==> config.mk <==
export PLATFORM = sky130hd
export DESIGN_NAME = ref_dds_gen
export DESIGN_NICKNAME = d
export VERILOG_FILES = /design/src/rtl/ref_dds_gen.sv
export SDC_FILE = /design/constraint.sdc
export NUM_CORES = 1
export LEC_CHECK = 0
export CORE_MARGIN = 5
export CORE_UTILIZATION = 51
export DETAILED_ROUTE_END_ITERATION = 7
export PLACE_DENSITY = 0.71
export SLEW_MARGIN = 10
export SYNTH_ARGS = -nofsm -noshare
export SYNTH_HDL_FRONTEND = slang
export SYNTH_SLANG_ARGS = --single-unit
==> constraint.sdc <==
create_clock -name clk -period 8.2 [get_ports clk]
set_input_delay 1.23 -clock clk [delete_from_list [all_inputs] [get_ports clk]]
set_output_delay 1.23 -clock clk [all_outputs]
set_load 0.02 [all_outputs]
==> src/rtl/ref_dds_gen.sv <==
// Lock-in reference DDS: phase accumulator, quarter-wave sine ROM, amplitude shift, DAC drive.
// Optional phase dither is enabled by defining REF_DITHER_EN.
module ref_dds_gen #(
  parameter int PHASE_W = 32,
  parameter int LUT_AW  = 8,
  parameter int OUT_W   = 16
) (
  input  logic                    clk,
  input  logic                    rst,
  input  logic [2:0]              reffreq,
  input  logic [1:0]              refampl,
  input  logic                    refIO,
  output logic signed [OUT_W-1:0] sin_o,
  output logic signed [OUT_W-1:0] cos_o,
  output logic [OUT_W-1:0]        dac_o,
  output logic                    valid_o,
  output logic                    sync_o
);

  localparam int TOP_W = LUT_AW + 2;
  localparam int LUT_N = 1 << LUT_AW;
  localparam logic [OUT_W-1:0] MIDSCALE = {1'b1, {(OUT_W-1){1'b0}}};

  // Tuning words are f * 2^32 / 30 MHz; a PLL change needs a new table.
  function automatic logic [PHASE_W-1:0] ftw_lookup(input logic [2:0] sel);
    logic [31:0] f;
    f = 32'd14316558;
    case (sel)
      3'd0: f = 32'd1432;
      3'd1: f = 32'd2863;
      3'd2: f = 32'd7158;
      3'd3: f = 32'd14317;
      3'd4: f = 32'd71583;
      3'd5: f = 32'd143166;
      3'd6: f = 32'd1431656;
      default: f = 32'd14316558;
    endcase
    return PHASE_W'(f);
  endfunction

  // Quarter-wave entry round(FS * sin(pi/2 * (i + 0.5) / N)) via Q30 Taylor series.
  function automatic logic [OUT_W-1:0] lut_entry(input int i);
    longint half_pi, x, x2, term, sum, fs;
    half_pi = 64'sd1686629713;
    fs      = (64'sd1 <<< (OUT_W - 1)) - 64'sd1;
    x       = (half_pi * longint'(2 * i + 1) + longint'(LUT_N)) / longint'(2 * LUT_N);
    x2      = (x * x) >>> 30;
    term    = x;
    sum     = x;
    for (int k = 1; k <= 8; k++) begin
      term = -((term * x2) >>> 30) / longint'((2 * k) * (2 * k + 1));
      sum  = sum + term;
    end
    return OUT_W'((sum * fs + (64'sd1 <<< 29)) >>> 30);
  endfunction

  // Returns {negate, rom_address} for the top phase bits.
  function automatic logic [LUT_AW:0] fold(input logic [TOP_W-1:0] top);
    logic [LUT_AW-1:0] a;
    a = top[LUT_AW-1:0];
    if (top[LUT_AW]) a = ~a;
    return {top[LUT_AW+1], a};
  endfunction

  function automatic logic signed [OUT_W-1:0] apply_sign(input logic [OUT_W-1:0] mag,
                                                         input logic neg);
    return neg ? -$signed(mag) : $signed(mag);
  endfunction

  function automatic logic signed [OUT_W-1:0] attenuate(input logic signed [OUT_W-1:0] s,
                                                        input logic [1:0] sh);
    return s >>> sh;
  endfunction

  function automatic logic [OUT_W-1:0] to_offset_bin(input logic signed [OUT_W-1:0] s);
    return {~s[OUT_W-1], s[OUT_W-2:0]};
  endfunction

  logic [OUT_W-1:0] lut_rom [LUT_N];
  for (genvar g = 0; g < LUT_N; g++) begin : g_lut
    localparam logic [OUT_W-1:0] ENTRY = lut_entry(g);
    assign lut_rom[g] = ENTRY;
  end

  logic [PHASE_W-1:0] acc;
  logic [PHASE_W-1:0] ftw_act;
  logic [1:0]         amp_act;
  logic               wrap_p0;
  logic [PHASE_W:0]   acc_sum;

  assign acc_sum = {1'b0, acc} + {1'b0, ftw_act};

  // Stage 0: accumulate; settings are only accepted on a wrap so periods stay whole.
  always_ff @(posedge clk) begin
    if (rst) begin
      acc     <= '0;
      ftw_act <= ftw_lookup(reffreq);
      amp_act <= refampl;
      wrap_p0 <= 1'b0;
    end else begin
      acc     <= acc_sum[PHASE_W-1:0];
      wrap_p0 <= acc_sum[PHASE_W];
      if (acc_sum[PHASE_W]) begin
        ftw_act <= ftw_lookup(reffreq);
        amp_act <= refampl;
      end
    end
  end

  logic [TOP_W-1:0] sin_top;
  logic [TOP_W-1:0] cos_top;

`ifdef REF_DITHER_EN
  logic [15:0] lfsr;

  always_ff @(posedge clk) begin
    if (rst) lfsr <= 16'hACE1;
    else     lfsr <= {1'b0, lfsr[15:1]} ^ (lfsr[0] ? 16'hB400 : 16'h0000);
  end

  assign sin_top = TOP_W'((acc + PHASE_W'(lfsr)) >> (PHASE_W - TOP_W));
`else
  assign sin_top = acc[PHASE_W-1 -: TOP_W];
`endif

  assign cos_top = sin_top + TOP_W'(LUT_N);

  logic [LUT_AW:0]         sin_fold_p1, cos_fold_p1;
  logic [1:0]              amp_p1, amp_p2, amp_p3;
  logic [OUT_W-1:0]        sin_mag_p2, cos_mag_p2;
  logic                    sin_neg_p2, cos_neg_p2;
  logic signed [OUT_W-1:0] sin_p3, cos_p3;
  logic                    vld_p1, vld_p2, vld_p3;
  logic                    wrap_p1, wrap_p2, wrap_p3;

  always_ff @(posedge clk) begin
    if (rst) begin
      vld_p1  <= 1'b0;
      vld_p2  <= 1'b0;
      vld_p3  <= 1'b0;
      wrap_p1 <= 1'b0;
      wrap_p2 <= 1'b0;
      wrap_p3 <= 1'b0;
    end else begin
      vld_p1  <= 1'b1;
      vld_p2  <= vld_p1;
      vld_p3  <= vld_p2;
      wrap_p1 <= wrap_p0;
      wrap_p2 <= wrap_p1;
      wrap_p3 <= wrap_p2;
    end
  end

  always_ff @(posedge clk) begin
    // Stage 1: quadrant fold
    sin_fold_p1 <= fold(sin_top);
    cos_fold_p1 <= fold(cos_top);
    amp_p1      <= amp_act;
    // Stage 2: ROM read
    sin_mag_p2  <= lut_rom[sin_fold_p1[LUT_AW-1:0]];
    cos_mag_p2  <= lut_rom[cos_fold_p1[LUT_AW-1:0]];
    sin_neg_p2  <= sin_fold_p1[LUT_AW];
    cos_neg_p2  <= cos_fold_p1[LUT_AW];
    amp_p2      <= amp_p1;
    // Stage 3: sign restore
    sin_p3      <= apply_sign(sin_mag_p2, sin_neg_p2);
    cos_p3      <= apply_sign(cos_mag_p2, cos_neg_p2);
    amp_p3      <= amp_p2;
  end

  logic signed [OUT_W-1:0] sin_att_p3;
  assign sin_att_p3 = attenuate(sin_p3, amp_p3);

  // Stage 4: outputs; refIO acts without waiting for a wrap.
  always_ff @(posedge clk) begin
    if (rst) begin
      sin_o   <= '0;
      cos_o   <= '0;
      dac_o   <= MIDSCALE;
      valid_o <= 1'b0;
      sync_o  <= 1'b0;
    end else begin
      valid_o <= vld_p3;
      sync_o  <= wrap_p3 & vld_p3;
      if (vld_p3) begin
        sin_o <= sin_att_p3;
        cos_o <= cos_p3;
      end
      dac_o <= (refIO && vld_p3) ? to_offset_bin(sin_att_p3) : MIDSCALE;
    end
  end

endmodule

# Yosys cells after proc, flatten, opt, wreduce, memory -nomap -nowiden
# Memories as Yosys holds them, arrays and structs flattened. A register that Yosys moved wholly into a read port is not among the register bits.
# Index checks and enable logic that the tools add are counted.
[totals]
mem_count = 2
in_bits = 8
romBits = 8192
output_inout_bits = 50
regBits = 181
word_cells = 58
[memory_table]
columns = ["name", "depth", "word_bits", "read_ports", "rd_clocked_by_memory_dff", "wr", "line_no", "source"]
rows = [
  ["(name not given)", 256, 16, 1, 1, 0, "161", "cos_mag_p2 <= lut_rom[cos_fold_p1[LUT_AW-1:0]];"],
  ["(name not given)", 256, 16, 1, 1, 0, "160", "sin_mag_p2 <= lut_rom[sin_fold_p1[LUT_AW-1:0]];"],
]
[op_classes]
n_mux = 10
eq_ne = 6
n_addsub = 4
shift = 1
reduce_logical = 4
n_bitwise = 7
[op_table]
columns = ["cell", "count"]
rows = [
  ["24-bit case mux with 7 select lines", 1],
  ["32-bit 2-to-1 mux", 2],
  ["32-bit by 32-bit adder with 33-bit output", 1],
  ["16-bit 2-to-1 mux", 2],
  ["16-bit negator", 2],
  ["8-bit inverter with 9-bit output", 2],
  ["8-bit 2-to-1 mux", 2],
  ["8-bit inverter", 2],
  ["16-bit by 2-bit >>> shifter with 16-bit output", 1],
  ["10-bit by 9-bit adder with 10-bit output, second input constant", 1],
  ["3-bit equality test, second input constant", 3],
  ["3-bit by 2-bit equality test with 1-bit output, second input constant", 2],
  ["2-bit 2-to-1 mux", 2],
  ["3-bit by 1-bit equality test with 1-bit output, second input constant", 1],
  ["3-bit logical NOT", 1],
  ["1-bit inverter", 2],
  ["2-bit nonzero test", 1],
  ["2-bit OR reduction", 1],
  ["1-bit bitwise AND", 1],
  ["1-bit logical AND", 1],
  ["1-bit 2-to-1 mux", 1],
]

# Depth between registers and ports, before layout
# Gate-level depths: netlist of the first run.
[depth]
word_depth = 4
depth_mapped = 11
mapped_depth_nobuf = 9

# Least setup slack after synthesis of the first run
# OpenSTA, ideal clock, no wires.
[synth_timing]
path_kind = "register -> register"
from = "reg ftw_act[0]"
to = "reg amp_act[0], enable pin"
slack_ns = 4.478
required_time_ns = 7.772
path_buffers = 0
setup_ns = 0.428
synth_period_minus_slack_ns = 3.722
path_stages_with_launch = 10
arrival_ns = 3.294
cell_sequence = "edfxtp_1 ha_1 inv_1 fa_1 nor2b_1 o211ai_1 a21oi_1 o2111ai_1 and2_1 o21ai_0"
[synth_via]
elab_chain_len = 2
[synth_rtl]
columns = ["element", "line_no", "source"]
rows = [
  ["start: declaration", "86", "logic [PHASE_W-1:0] ftw_act;"],
  ["start signal: assignment", "97", "ftw_act <= ftw_lookup(reffreq);"],
  ["start signal: assignment", "104", "ftw_act <= ftw_lookup(reffreq);"],
  ["32-bit by 32-bit adder with 33-bit output", "91", "assign acc_sum = {1'b0, acc} + {1'b0, ftw_act};"],
  ["2-bit nonzero test (no source line)", "-", ""],
  ["end signal: assignment", "98", "amp_act <= refampl;"],
  ["end signal: assignment", "105", "amp_act <= refampl;"],
  ["end: declaration", "87", "logic [1:0] amp_act;"],
]
# Every way passes these cells.
# A chain may end at the register's enable or synchronous reset.

# Worst setup path after layout of the first run
[layout_timing]
from = "reg sin_fold_p1[1]"
to = "reg sin_mag_p2[0]"
[layout_via]
elab_chain_len = 1
[layout_rtl]
columns = ["element", "line_no", "source"]
rows = [
  ["start: declaration", "128", "logic [LUT_AW:0] sin_fold_p1, cos_fold_p1;"],
  ["start signal: assignment", "156", "sin_fold_p1 <= fold(sin_top);"],
  ["8-bit inverter with 9-bit output (implied by the code)", "160", ""],
  ["end: declaration", "130", "logic [OUT_W-1:0] sin_mag_p2, cos_mag_p2;"],
]
# Every way passes these cells.

==> flow_summary.toml, run 1 <==
[pwr]
total_power_mw = 5.34
clkPwrFrac_pct = 16.5
p_int_mw = 2.67
pwr_density_cell_nw_per_um2 = 310
netSwitchingFraction_pct = 50.1
power.switching_mw = 2.68
vdd.ir_drop.worst_v = 0.000199
share_comb_of_total_power_pct = 57.9
power_leakage_nw = 6.33
seq_power_share_pct = 25.6

[synthesis]
post_synth_design_cell_area_um2 = 16300
dominant_combinational_cell_family_by_area_after_synthesis = "compound AO/OA/AOI/OAI gates"
synth-seq-cells = 198
synth_compound_gate_area_share_pct = 30.7
syn-num-nets = 2200
synth_largest_type_area_fraction_pct = 21.7
synthMostInstantiatedCell = "sky130_fd_sc_hd__nor2_1"
synth_enable_flop_cells = 21
synth_unique_cells = 94
synth_xor_xnor_area_share_pct = 2.57
yosysTopAreaCell = "sky130_fd_sc_hd__dfxtp_1"
ys_async_sr_fraction_pct = 0
synth.area.mux_share_pct = 7.35
synth-adder-area-share_pct = 4.65
synth_commonest_cells = "196 x sky130_fd_sc_hd__nor2_1, 179 x sky130_fd_sc_hd__a21oi_1, 177 x sky130_fd_sc_hd__dfxtp_1"
synth_ff_type = "sky130_fd_sc_hd__dfxtp_1"
post_synth_inst_count = 2132
ys_seq_area_share_pct = 25.6
yosys_warnings = 0
yosys.area_share.simple_pct = 22.1
syn_avg_cell_area_um2 = 7.65
synthTopCellsByArea = "sky130_fd_sc_hd__dfxtp_1 22%, sky130_fd_sc_hd__a21oi_1 5.5%, sky130_fd_sc_hd__o21ai_0 4.8%"

[route]
number_of_vias_after_detailed_routing = 17600
m1WireLength_um = 25500
wl_per_cell_um = 26.8
met3RoutedLength_um = 7560
highest-signal-layer = "met5"
antenna_left = 0
drt_drc_violations_left = 2
vias_per_cell = 7.19
totalWireLength_um = 65700
drtIter0Drc = 2943
number_of_detailed_routing_iterations_run_before_antenna_repair = 8
routed-wl-met2_um = 28000

[timing]
final.setup.worst_slack_ns = 3.90
fmax_ghz = 0.233
setup_viol_count_final = 0
post-route-period-util_pct = 52.5
timing.final.hold_violations = 0
finalSetupTns_ns = 0
min_period_ns = 4.30
finClkSkew_ns = 0.0297
tightestPinTransition_ns = 1.16
rsz0062_at_grt = "false"
final_max_slew_viol_count = 0
slew_headroom_pct = 22.5

[global_route]
global_route.overflow_total = 0
grt_usage_pct = 35.4
first_global_vias = 16300
pin_count_of_the_biggest_net_entering_global_routing = 92
antenna_found_initial = 1
grt_first_pass_wirelength_um = 99200

[die]
total_number_of_placement_rows = 65
io_pins = 58
die_w_um = 189
die_height_um = 189
dieArea_um2 = 35700
initial_core_util_pct = 51.7
fp.coreArea_um2 = 31600

[worst_hold_path]
min_path_cells = 0
worst_hold_startpoint = "sin_fold_p1[8]$_DFF_P_"
worst_hold_path_type = "flop to flop"
timing.hold.worst_endpoint = "sin_neg_p2$_DFF_P_"

[cts]
cts.htree.levels = 4
root_buffer = "sky130_fd_sc_hd__clkbuf_16"
worst_setup_hold_path_clk_slew_ns = 0.09
hold_buffers = 0
cts_inserted_buffers = 17
clock-sinks = 198
clkLatencyLatePin_ns = 0.48
max-clock-path-buffers = 2
post_cts_resize_count = 0
cts.repair_timing.setup_buffer_count = 0
cts_tree = "done"

[critical_path]
critPathArrivalTime_ns = 4.64
r2r-start = "sin_fold_p1[1]$_DFF_P_"
ff2ff_setup_slack_ns = 3.90
critical_path_slowest_stage_cell = "sky130_fd_sc_hd__ha_1"
worst_path_largest_cell_delay_ns = 0.96
reg2reg_depth = 7
cp.required_ns = 8.54
critPathMostFrequentCell = "sky130_fd_sc_hd__o311ai_0"
crit_start_category = "flop"
timing.critical_path.cells = "inv_1 > ha_1 > nor2_4 > o311ai_0 > o311ai_0 > o311ai_0 > o32ai_1"
timing_worst_setup_path_type = "flop to flop"
cp_num_buf_inv = 1
timing.critical_path.fanout_max = 23
worst_r2r_endpoint = "sin_mag_p2[0]$_DFF_P_"
crit_family = "compound AO/OA/AOI/OAI gates"
end_kind = "flop"
cp_num_cells = 7

[layout]
n_antenna_cell = 0
fillers = 2982
drive_gt1_share_pct = 7.68
area_growth_syn_to_layout_pct = 5.60
nets = 2099

[status]
status = "finished, violations left"
failed_checks = "design-rule violations"

[placed_design]
place_congestion = 1.06
pre_cts_ws_ns = 4.47
place.port_buffers = 57
hpwlAfterDp_um = 44000

[run]
max_cap_violations = 0
[sequential cells by signal, indices dropped and copies added (netlist names), 2 cells and up]
name / cells
cos_p3: 16
sin_o: 16
amp_p3: 2
sin_p3: 16
ftw_act: 19
amp_p1: 2
cos_fold_p1: 9
amp_p2: 2
cos_o: 16
sin_mag_p2: 15
sin_fold_p1: 9
amp_act: 2
cos_mag_p2: 15
acc: 32
dac_o: 16
[through the flow]
step | hold slack (ns) | std cells | util [%] | cell area [um2]
2_1_floorplan | 0.310 | 2132 | - | 16300
3_3_place_gp | 0.313 | 2414 | 52.7 | 16600
3_5_place_dp | 0.312 | 2414 | 52.7 | 16600
4_1_cts | 0.333 | 2446 | 54.6 | 17200
5_1_grt | 0.343 | 2446 | 54.6 | 17200
6_report | 0.333 | 2446 | 54.6 | 17200
[cells in the final DEF, fill, tap and decap left out, types with 56 or more instances in the layout]
master and instances:
sky130_fd_sc_hd__a21oi_1 179, sky130_fd_sc_hd__clkdlybuf4s50_1 56, sky130_fd_sc_hd__dfxtp_1 169, sky130_fd_sc_hd__ha_1 59
sky130_fd_sc_hd__nand2_1 155, sky130_fd_sc_hd__nand3_1 61, sky130_fd_sc_hd__nor2_1 196, sky130_fd_sc_hd__nor2b_1 63
sky130_fd_sc_hd__nor3_1 70, sky130_fd_sc_hd__o21ai_0 155
[power groups by stage]
stage / Sequential (mW) / Clock [mW] / Combinational, mW
4_1_cts: 1.36 / 0.894 / 2.94
3_3_place_gp: 1.38 / 0 / 2.95
2_1_floorplan: 1.28 / 0 / 2.21
6_report: 1.37 / 0.882 / 3.09
5_1_grt: 1.39 / 0.927 / 3.26
3_5_place_dp: 1.38 / 0 / 2.93
[final cells by class]
type	instances	area, um2	area share [%]
clock buffer	17	425	2.47
multi-input combinational	1682	11000	63.8
timing repair buffer	82	753	4.37
inverter	50	188	1.09
clock inverter	15	170	0.988
tap	402	503	2.92
sequential	198	4190	24.4
[worst register-to-register path, cell delays in order, from the launching register on]
cell and delay [ns]:
sky130_fd_sc_hd__dfxtp_1 0.86, sky130_fd_sc_hd__inv_1 0.36, sky130_fd_sc_hd__ha_1 0.96, sky130_fd_sc_hd__nor2_4 0.23, sky130_fd_sc_hd__o311ai_0 0.95, sky130_fd_sc_hd__o311ai_0 0.47
sky130_fd_sc_hd__o311ai_0 0.23, sky130_fd_sc_hd__o32ai_1 0.12
[routing by layer]
layer	up-vias	GRT usage, %
met5	-	0
met4	2	21.7
met3	338	8.39
met2	1315	52.8
met1	8174	46.3
li1	7751	-
[how the worst max path moves through the flow]
| stage | start | to |
|---|---|---|
| after floorplan | ftw_act[0]$_DFFE_PP_ | amp_act[0]$_DFFE_PP_ |
| after global placement | sin_fold_p1[1]$_DFF_P_ | sin_mag_p2[0]$_DFF_P_ |
| after detailed placement | sin_fold_p1[1]$_DFF_P_ | sin_mag_p2[0]$_DFF_P_ |
| after CTS | sin_fold_p1[1]$_DFF_P_ | sin_mag_p2[0]$_DFF_P_ |
| after global routing | sin_fold_p1[1]$_DFF_P_ | sin_mag_p2[0]$_DFF_P_ |
| final | sin_fold_p1[1]$_DFF_P_ | sin_mag_p2[0]$_DFF_P_ |
[cells by family (layout without fill, tap and decap cells)]
logic type                 Yosys count  count (layout)
AOI/OAI and AO/OA                  751             751
xor gates and xnor gates            47              47
and+or+nand+nor                    732             732
DFF                                198             198
muxes                               92              92
adders and majority gates           60              60
buffers and inverters              252             164
No activity file was read; power rests on OpenSTA's default activity.
==> run 2, diff against run 1 <==
--- a/config.mk
+++ b/config.mk
@@ -8,7 +8,7 @@
 export CORE_MARGIN = 5
 export CORE_UTILIZATION = 51
 export DETAILED_ROUTE_END_ITERATION = 7
-export PLACE_DENSITY = 0.71
+export PLACE_DENSITY = 0.74
 export SLEW_MARGIN = 10
 export SYNTH_ARGS = -nofsm -noshare
 export SYNTH_HDL_FRONTEND = slang
==> constraint.sdc (replaced) <==
create_clock -name clk -period 3.9 [get_ports clk]
set_input_delay 0.585 -clock clk [delete_from_list [all_inputs] [get_ports clk]]
set_output_delay 0.585 -clock clk [all_outputs]
set_load 0.02 [all_outputs]
==> run 2 against run 1 <==
Compared with the run above:
- flip-flop and latch count stayed put
- utilization rose by 1.3 points
- combinational power rose by 120%
- the run still ends with design-rule violations left
- critical endpoint is now cos_mag_p2[7]$_DFF_P_
- critical path depth rose by 2
- via count up 2.5%
- global-route usage up 1.3 points
==> flow_summary.toml, run 2 (synthesis results as in run 1) <==
[cts]
cts.repair_timing.setup_buffer_count = 0
clkLatencyLatePin_ns = 0.46
cts_tree = "done"
hold_buffers = 0
worst_setup_hold_path_clk_slew_ns = 0.10
clock-sinks = 198
root_buffer = "sky130_fd_sc_hd__clkbuf_16"
max-clock-path-buffers = 2
cts.htree.levels = 4
post_cts_resize_count = 0
cts_inserted_buffers = 17

[route]
totalWireLength_um = 68300
wl_per_cell_um = 27.4
vias_per_cell = 7.24
drt_drc_violations_left = 1
drtIter0Drc = 3113
number_of_detailed_routing_iterations_run_before_antenna_repair = 8
number_of_vias_after_detailed_routing = 18000
antenna_left = 0

[die]
io_pins = 58
initial_core_util_pct = 51.7
fp.coreArea_um2 = 31600
dieArea_um2 = 35700
die_w_um = 189
die_height_um = 189
total_number_of_placement_rows = 65

[layout]
drive_gt1_share_pct = 9.67
area_growth_syn_to_layout_pct = 8.08
multi_input_comb_area_um2 = 11000
regMostFlops = "acc"
layout.cells.most_common_list = "196 x sky130_fd_sc_hd__nor2_1, 179 x sky130_fd_sc_hd__a21oi_1, 169 x sky130_fd_sc_hd__dfxtp_1"
largest_register_ff_count = 32
n_antenna_cell = 0
top_regs = "acc x32, ftw_act x19"
fillers = 2938
nets = 2144
seqCellArea_um2 = 4190
layout_commonest_cell = "sky130_fd_sc_hd__nor2_1"
stdcell_count = 2491

[timing]
post-route-period-util_pct = 83.2
finalSetupTns_ns = 0
final_max_slew_viol_count = 0
finClkSkew_ns = 0.0239
fmax_ghz = 0.308
setup_viol_count_final = 0
min_period_ns = 3.25
tightestPinTransition_ns = 1.05
slew_headroom_pct = 30.1
rsz0062_at_grt = "false"
timing.final.hold_violations = 0

[critical_path]
crit_start_category = "flop"
end_kind = "flop"
timing_worst_setup_path_type = "flop to flop"
timing.critical_path.fanout_max = 12
cp.required_ns = 4.28
critPathArrivalTime_ns = 3.62

[global_route]
globalRouteMet2Util_pct = 56.6
global_route.overflow_total = 0
grt_use_met3_pct = 8.76
grt_first_pass_wirelength_um = 103000
pin_count_of_the_biggest_net_entering_global_routing = 112
grt.met1_usage_pct = 46.7
grt_usage_pct = 36.7
first_global_vias = 16600
antenna_found_initial = 1
gr-max-usage-layer = "met2"

[placed_design]
dpl.cell_count = 2459
hpwlAfterDp_um = 47400
place_congestion = 1.10
place.port_buffers = 57

[pwr]
vdd.ir_drop.worst_v = 0.000352
pwr_density_cell_nw_per_um2 = 652
power_leakage_nw = 6.57

[status]
status = "finished, violations left"
failed_checks = "design-rule violations"

[worst_hold_path]
worst_hold_path_type = "flop to flop"

[run]
max_cap_violations = 0
run 2: cell count changes in the layout (fill, tap and decap cells not counted), sizes merged:
| cell | delta |
|---|---|
| buf | +45 |
| clkinv | +1 |
| inv | -1 |
run 2: layout make-up:
class                   instances  share of cell area (%)
clock inverters                15                    1.13
clock buffers                  17                    2.41
multi-input cells            1682                    62.3
repair buffers                127                    6.40
flip-flops and latches        198                    23.8
inverters                      50                    1.06
well taps                     402                    2.85
run 2: path summary, 6_finish.rpt:
path / start / endpoint / slack, ns / cells past startpoint
worst min-delay path: sin_fold_p1[8]$_DFF_P_ / sin_neg_p2$_DFF_P_ / 0.32 / 0
worst max-delay path: cos_fold_p1[1]$_DFF_P_ / cos_mag_p2[7]$_DFF_P_ / 0.65 / 9
worst min register to register: sin_fold_p1[8]$_DFF_P_ / sin_neg_p2$_DFF_P_ / 0.32 / 0
worst max register to register: cos_fold_p1[1]$_DFF_P_ / cos_mag_p2[7]$_DFF_P_ / 0.65 / 9
run 2: where the power goes:
part | switching, mW | leakage, nW | internal [mW]
sequential | 0.418 | 1.66 | 2.44
combinational | 4.35 | 4.61 | 2.40
clock | 0.994 | 0.301 | 0.890
run 2: worst max-delay path: stages, from the launching register on:
cell,delay [ns]
sky130_fd_sc_hd__dfxtp_1,0.33
sky130_fd_sc_hd__inv_1,0.35
sky130_fd_sc_hd__ha_1,0.51
sky130_fd_sc_hd__buf_4,0.27
sky130_fd_sc_hd__nor2_1,0.09
sky130_fd_sc_hd__nand2_1,0.20
sky130_fd_sc_hd__a221oi_1,0.10
sky130_fd_sc_hd__o21ai_0,0.78
sky130_fd_sc_hd__o311ai_0,0.31
sky130_fd_sc_hd__o22ai_1,0.21
run 2: per-stage QoR:
stage | worst slack, ns | utilization, % | hold WS [ns] | power [mW] | area, um2
detailed placement | 0.843 | 53.9 | 0.312 | 9.24 | 17000
floorplan | 0.178 | - | 0.310 | 7.33 | 16300
global placement | 0.794 | 53.9 | 0.311 | 9.28 | 17000
finish | 0.654 | 55.9 | 0.325 | 11.5 | 17600
global route | 0.574 | 55.9 | 0.337 | 12.0 | 17600
CTS | 0.821 | 55.9 | 0.325 | 11.1 | 17600
run 2: layer usage:
metal,vias to the layer above,part of all wire (%)
li1,7850,-
met1,8269,37
met2,1518,43
met3,390,12
met4,0,8.0
met5,-,0
